===== src/rtl/vga_timing_pkg.sv =====
// Shared raster timing defaults (XGA 1024x768) and axis-length helper for the
// VGA timing generator and its per-axis counters.
package vga_timing_pkg;

    localparam int XGA_COUNTER_SIZE = 11;

    localparam int XGA_H_ACTIVE = 1024;
    localparam int XGA_H_FRONT  = 24;
    localparam int XGA_H_SYNC   = 136;
    localparam int XGA_H_BACK   = 160;

    localparam int XGA_V_ACTIVE = 768;
    localparam int XGA_V_FRONT  = 3;
    localparam int XGA_V_SYNC   = 6;
    localparam int XGA_V_BACK   = 29;

    function automatic int axis_total(input int active, input int front,
                                      input int sync, input int back);
        return active + front + sync + back;
    endfunction

    localparam int XGA_H_TOTAL = axis_total(XGA_H_ACTIVE, XGA_H_FRONT, XGA_H_SYNC, XGA_H_BACK);
    localparam int XGA_V_TOTAL = axis_total(XGA_V_ACTIVE, XGA_V_FRONT, XGA_V_SYNC, XGA_V_BACK);

endpackage


===== src/rtl/vga_axis_counter.sv =====
// One raster axis: wrapping position counter with advance/wrap handshake and a
// registered sync decode evaluated on the next-state count.
module vga_axis_counter
    import vga_timing_pkg::*;
#(
    parameter int   W        = 11,
    parameter int   ACTIVE   = 1,
    parameter int   FRONT    = 1,
    parameter int   SYNC     = 1,
    parameter int   BACK     = 1,
    parameter logic SYNC_POL = 1'b0
) (
    input  logic         clk,
    input  logic         rst,
    input  logic         advance,
    output logic [W-1:0] count,
    output logic         wrap,
    output logic         sync,
    output logic         active_d
);

    localparam int           TOTAL   = axis_total(ACTIVE, FRONT, SYNC, BACK);
    localparam logic [W-1:0] LAST    = W'(TOTAL - 1);
    // One extra bit so a sync window ending exactly at 2**W still compares correctly.
    localparam logic [W:0]   SYNC_LO = (W+1)'(ACTIVE + FRONT);
    localparam logic [W:0]   SYNC_HI = (W+1)'(ACTIVE + FRONT + SYNC);
    localparam logic [W:0]   ACT_END = (W+1)'(ACTIVE);

    logic [W-1:0] count_d, count_q;
    logic         sync_d, sync_q;

    always_comb begin
        wrap    = advance && (count_q == LAST);
        count_d = count_q;
        if (advance) begin
            count_d = wrap ? '0 : count_q + 1'b1;
        end
        sync_d   = (({1'b0, count_d} >= SYNC_LO) && ({1'b0, count_d} < SYNC_HI)) ? SYNC_POL : ~SYNC_POL;
        active_d = ({1'b0, count_d} < ACT_END);
    end

    always_ff @(posedge clk or posedge rst) begin
        if (rst) begin
            count_q <= LAST;
            sync_q  <= ~SYNC_POL;
        end else begin
            count_q <= count_d;
            sync_q  <= sync_d;
        end
    end

    assign count = count_q;
    assign sync  = sync_q;

endmodule


===== src/rtl/vga_timing_generator.sv =====
// Raster timing generator: h/v axis counters plus registered display-enable and
// line/frame start strobes, all aligned with the coordinate outputs.
module vga_timing_generator
    import vga_timing_pkg::*;
#(
    parameter int   COUNTER_SIZE = XGA_COUNTER_SIZE,
    parameter int   H_ACTIVE     = XGA_H_ACTIVE,
    parameter int   H_FRONT      = XGA_H_FRONT,
    parameter int   H_SYNC       = XGA_H_SYNC,
    parameter int   H_BACK       = XGA_H_BACK,
    parameter int   V_ACTIVE     = XGA_V_ACTIVE,
    parameter int   V_FRONT      = XGA_V_FRONT,
    parameter int   V_SYNC       = XGA_V_SYNC,
    parameter int   V_BACK       = XGA_V_BACK,
    parameter logic H_SYNC_POL   = 1'b0,
    parameter logic V_SYNC_POL   = 1'b0
) (
    input  logic                    control_clock,
    input  logic                    reset,
    input  logic                    pixel_enable,
    output logic [COUNTER_SIZE-1:0] h_count,
    output logic [COUNTER_SIZE-1:0] v_count,
    output logic                    h_sync,
    output logic                    v_sync,
    output logic                    display_enable,
    output logic                    line_start,
    output logic                    frame_start
);

    localparam int     H_TOTAL   = axis_total(H_ACTIVE, H_FRONT, H_SYNC, H_BACK);
    localparam int     V_TOTAL   = axis_total(V_ACTIVE, V_FRONT, V_SYNC, V_BACK);
    localparam longint COUNT_CAP = longint'(1) << COUNTER_SIZE;

    if (longint'(H_TOTAL) > COUNT_CAP || longint'(V_TOTAL) > COUNT_CAP) begin : g_size_check
        $error("vga_timing_generator: H_TOTAL/V_TOTAL exceed counter range");
    end
    if (H_SYNC == 0 || V_SYNC == 0 || H_ACTIVE == 0 || V_ACTIVE == 0) begin : g_zero_check
        $error("vga_timing_generator: sync and active lengths must be non-zero");
    end

    logic h_wrap, v_wrap, h_active_d, v_active_d;

    vga_axis_counter #(
        .W(COUNTER_SIZE), .ACTIVE(H_ACTIVE), .FRONT(H_FRONT),
        .SYNC(H_SYNC), .BACK(H_BACK), .SYNC_POL(H_SYNC_POL)
    ) u_h_axis (
        .clk(control_clock), .rst(reset), .advance(pixel_enable),
        .count(h_count), .wrap(h_wrap), .sync(h_sync), .active_d(h_active_d)
    );

    // h_wrap already includes pixel_enable, so it is the line advance.
    vga_axis_counter #(
        .W(COUNTER_SIZE), .ACTIVE(V_ACTIVE), .FRONT(V_FRONT),
        .SYNC(V_SYNC), .BACK(V_BACK), .SYNC_POL(V_SYNC_POL)
    ) u_v_axis (
        .clk(control_clock), .rst(reset), .advance(h_wrap),
        .count(v_count), .wrap(v_wrap), .sync(v_sync), .active_d(v_active_d)
    );

    logic display_enable_d, display_enable_q;
    logic line_start_d, line_start_q;
    logic frame_start_d, frame_start_q;

    always_comb begin
        display_enable_d = h_active_d && v_active_d;
        line_start_d     = h_wrap;
        frame_start_d    = h_wrap && v_wrap;
    end

    always_ff @(posedge control_clock or posedge reset) begin
        if (reset) begin
            display_enable_q <= 1'b0;
            line_start_q     <= 1'b0;
            frame_start_q    <= 1'b0;
        end else begin
            display_enable_q <= display_enable_d;
            line_start_q     <= line_start_d;
            frame_start_q    <= frame_start_d;
        end
    end

    assign display_enable = display_enable_q;
    assign line_start     = line_start_q;
    assign frame_start    = frame_start_q;

endmodule

===== config.mk =====
export PLATFORM = sky130hd
export DESIGN_NAME = vga_timing_generator
export DESIGN_NICKNAME = d
export VERILOG_FILES = /design/src/rtl/vga_timing_pkg.sv /design/src/rtl/vga_axis_counter.sv /design/src/rtl/vga_timing_generator.sv
export SDC_FILE = /design/constraint.sdc
export NUM_CORES = 1
export LEC_CHECK = 0
export ABC_AREA = 0
export CELL_PAD_IN_SITES_DETAIL_PLACEMENT = 2
export CELL_PAD_IN_SITES_GLOBAL_PLACEMENT = 2
export CORE_AREA = 8 8 68 75
export DETAILED_ROUTE_END_ITERATION = 6
export DIE_AREA = 0 0 76 83
export DONT_BUFFER_PORTS = 1
export GPL_ROUTABILITY_DRIVEN = 0
export GPL_TIMING_DRIVEN = 0
export PLACE_DENSITY = 0.88
export SLEW_MARGIN = 25
export SYNTH_ARGS = -nofsm -noshare
export SYNTH_HDL_FRONTEND = slang
export SYNTH_SLANG_ARGS = --single-unit
export TNS_END_PERCENT = 30

===== constraint.sdc =====
create_clock -name control_clock -period 6 [get_ports control_clock]
set_input_delay 1.2 -clock control_clock [delete_from_list [all_inputs] [get_ports control_clock]]
set_output_delay 1.2 -clock control_clock [all_outputs]
set_load 0.01 [all_outputs]

==> results.yml <==
outcome:
  status: "finished clean"
critical_path:
  required_ns: 6.19
  reg2reg_from: "u_v_axis.count[0]$_DFF_PP1_"
  path_class: "in -> reg"
  critPathCaptureType: "flop"
  reg2reg_depth: 7
  startpoint: "pixel_enable"
  worstPathMaxFanout: 10
  worstSetupStartpointType: "primary input"
  arrival_ns: 2.80
run:
  maxCapViolations: 0
clock_tree:
  cts_buffers: 3
  clock_sinks: 27
  clockRootBuffer: "clkbuf_8"
  cts_resized: 0
  clockBufferDepth: 2
  clock_latency_ns: 0.28
  path_clk_slew_ns: 0.10
  cts_tree: "built"
  postCtsSetupBuffers: 0
  cts-htree-levels: 1
  holdBufCountCts: 0
pwr:
  switching_power_uw: 124
  power.density_nw_per_um2: 249
  p_clk_share_pct: 26.2
  seq_power_share_pct: 60.7
  p_comb_share_pct: 13.1
  switching_share_pct: 30.4
  vdd_drop_max_mv: 0.0744
  p_int_uw: 284
  leakage_uw: 0.000644
synth:
  synth-edff-count: 0
  ys_ff_latch: 27
  async_reset_ff_share_pct: 100
  synthTopCellsByArea: "dfstp_2, dfrtp_1, xnor2_1, nand2_1, o21ai_0"
  yosysSeqAreaShare_pct: 45.6
  synth_area_um2: 1520
  synth_commonest_cells: "nand2_1, dfstp_2, dfrtp_1, o21ai_0, nor2_1"
  synthesis.yosys.warnings: 0
  yosysMostFrequentCell: "nand2_1"
  synthCells: 155
  synth.top_cell.area_share_pct: 25.9
  avgSynthCellArea_um2: 9.82
  yosysUniqueCellTypes: 42
  synth_area_leader_cell: "dfstp_2"
  synthesis.nets: 161
  synth_top_flop_cell: "dfstp_2"
hold_path:
  min_from: "u_h_axis.count[2]$_DFF_PP1_"
  whs_path_depth: 1
  worstHoldPathType: "reg -> reg"
timing:
  hold_violations: 0
  slew_violations: 0
  period_share_pct: 43.5
  rsz0062_at_grt: "false"
  max_freq_mhz: 383
  tns_ns: 0
  worst_slew_pin_slew_ns: 0.666
  finalCriticalPeriod_ns: 2.61
  final-setup-viol-count: 0
  timing.slew.headroom_pct: 55.3
  clock_skew_ns: 0.00608
placed_design:
  dpl.hpwl_mm: 3.18
  port_buffers: 0
detailed_routing:
  via_count: 1232
  route.detailed.drc: 0
  antenna_left: 0
  drt_first_pass_iters: 4
  drt-total-wl_mm: 4.11
  viasPerCell: 5.84
  wire_per_inst_um: 19.5
  dr.first_iter.drc_count: 20
global_route:
  grt_pass1_vias: 1373
  antenna_found_initial: 0
  track_usage_pct: 13.1
  grt_max_degree: 28
  overflow: 0
  grt_first_pass_wirelength_mm: 6.91
die:
  boundaryPins: 30
  die_area_um2: 6310
  die_x_um: 76
  die_y_um: 83
  rows: 24
  coreArea_um2: 3870
  initial_core_util_pct: 39.3
final_layout:
  drive_above_1_share_pct: 22.6
  area_growth_syn_to_layout_pct: 7.48
  antenna_cells: 0
  fin_util_pct: 42.2
  nets: 166
[metal layers]
metal  vias up  global-route usage, %  wire (µm)
met1       634                   13.4       1660
met4         0                   5.18         74
met3         8                   3.99        251
met2        26                   24.0       2130
li1        564                      -          -
met5         -                      0          0
[critical path, stage by stage]
cell	delay (ns)
and3_1	0.22
nand4_2	0.25
inv_2	0.19
buf_2	0.25
nand4_1	0.14
xnor2_1	0.18
nor3_1	0.21
nand4_1	0.14
[final cells by class]
cell class              count  area (µm²)
well taps                  52        65.1
multi-input cells         114         754
fillers                   411        2240
flip-flops and latches     27         694
clock inverters             1        7.51
clock buffers               3        41.3
inverters                   6        22.5
plain buffers               8        51.3
[cell usage in the layout, fill, tap and decap left out, drive strengths merged]
cell	count
and2	1
inv	6
nand2	18
a21o	2
o21ai	12
clkbuf	8
a21bo	1
or3	3
and3	3
nor2	9
a21oi	4
ha	3
or4	2
mux2i	3
nand3b	1
a2bb2oi	1
dfrtp	12
o22ai	2
o31ai	2
and4	3
clkinvlp	1
nand4	9
nor3	5
buf	3
nor2b	1
a31oi	2
o221ai	1
a211oi	2
nor4	1
or4b	1
xnor2	8
nand3	7
dfstp	15
xor2	3
mux2	3
nor4b	1
[through the flow]
step | power (µW) | cell area (µm²) | setup slack (ns) | hold slack [ns] | cells
2_1_floorplan | 284 | 1520 | 3.41 | 0.499 | 155
3_3_place_gp | 297 | 1590 | 3.15 | 0.514 | 207
3_5_place_dp | 306 | 1590 | 3.08 | 0.537 | 207
4_1_cts | 414 | 1640 | 3.37 | 0.550 | 211
5_1_grt | 428 | 1640 | 3.25 | 0.567 | 211
6_report | 407 | 1640 | 3.39 | 0.542 | 211
[logic make-up (layout without fill, tap and decap cells)]
group | count (synthesis) | in the layout | synth area share (%)
AOI/OAI and AO/OA | 29 | 29 | 11.7
DFF | 27 | 27 | 45.6
and+or+nand+nor | 65 | 65 | 24.9
buffers and inverters | 14 | 18 | 4.85
xor gates and xnor gates | 11 | 11 | 6.33
adders and majority gates | 3 | 3 | 2.47
muxes | 6 | 6 | 4.19
[worst paths after layout]
check	to	slack, ns
max	u_v_axis.sync$_DFF_PP1_	3.39
min	u_h_axis.count[2]$_DFF_PP1_	0.54
max reg2reg	u_v_axis.sync$_DFF_PP1_	3.45
min reg2reg	u_h_axis.count[2]$_DFF_PP1_	0.54
max in group asynchronous	frame_start$_DFF_PP0_	4.74
min in group asynchronous	u_v_axis.count[3]$_DFF_PP0_	0.86
[flip-flops by register name (all words and copies together), names as in the netlist]
signal,cells
display_enable,1
frame_start,1
line_start,1
u_h_axis.count,11
u_h_axis.sync,1
u_v_axis.count,11
u_v_axis.sync,1
[power by group through the flow]
stage	sequential, µW	combinational (µW)	clock, µW
CTS	248	54.2	112
global placement	248	48.8	0
finish	247	53.2	107
global route	251	58.6	118
detailed placement	251	54.4	0
floorplan	242	41.8	0
Power figures use the tool's default switching activity.
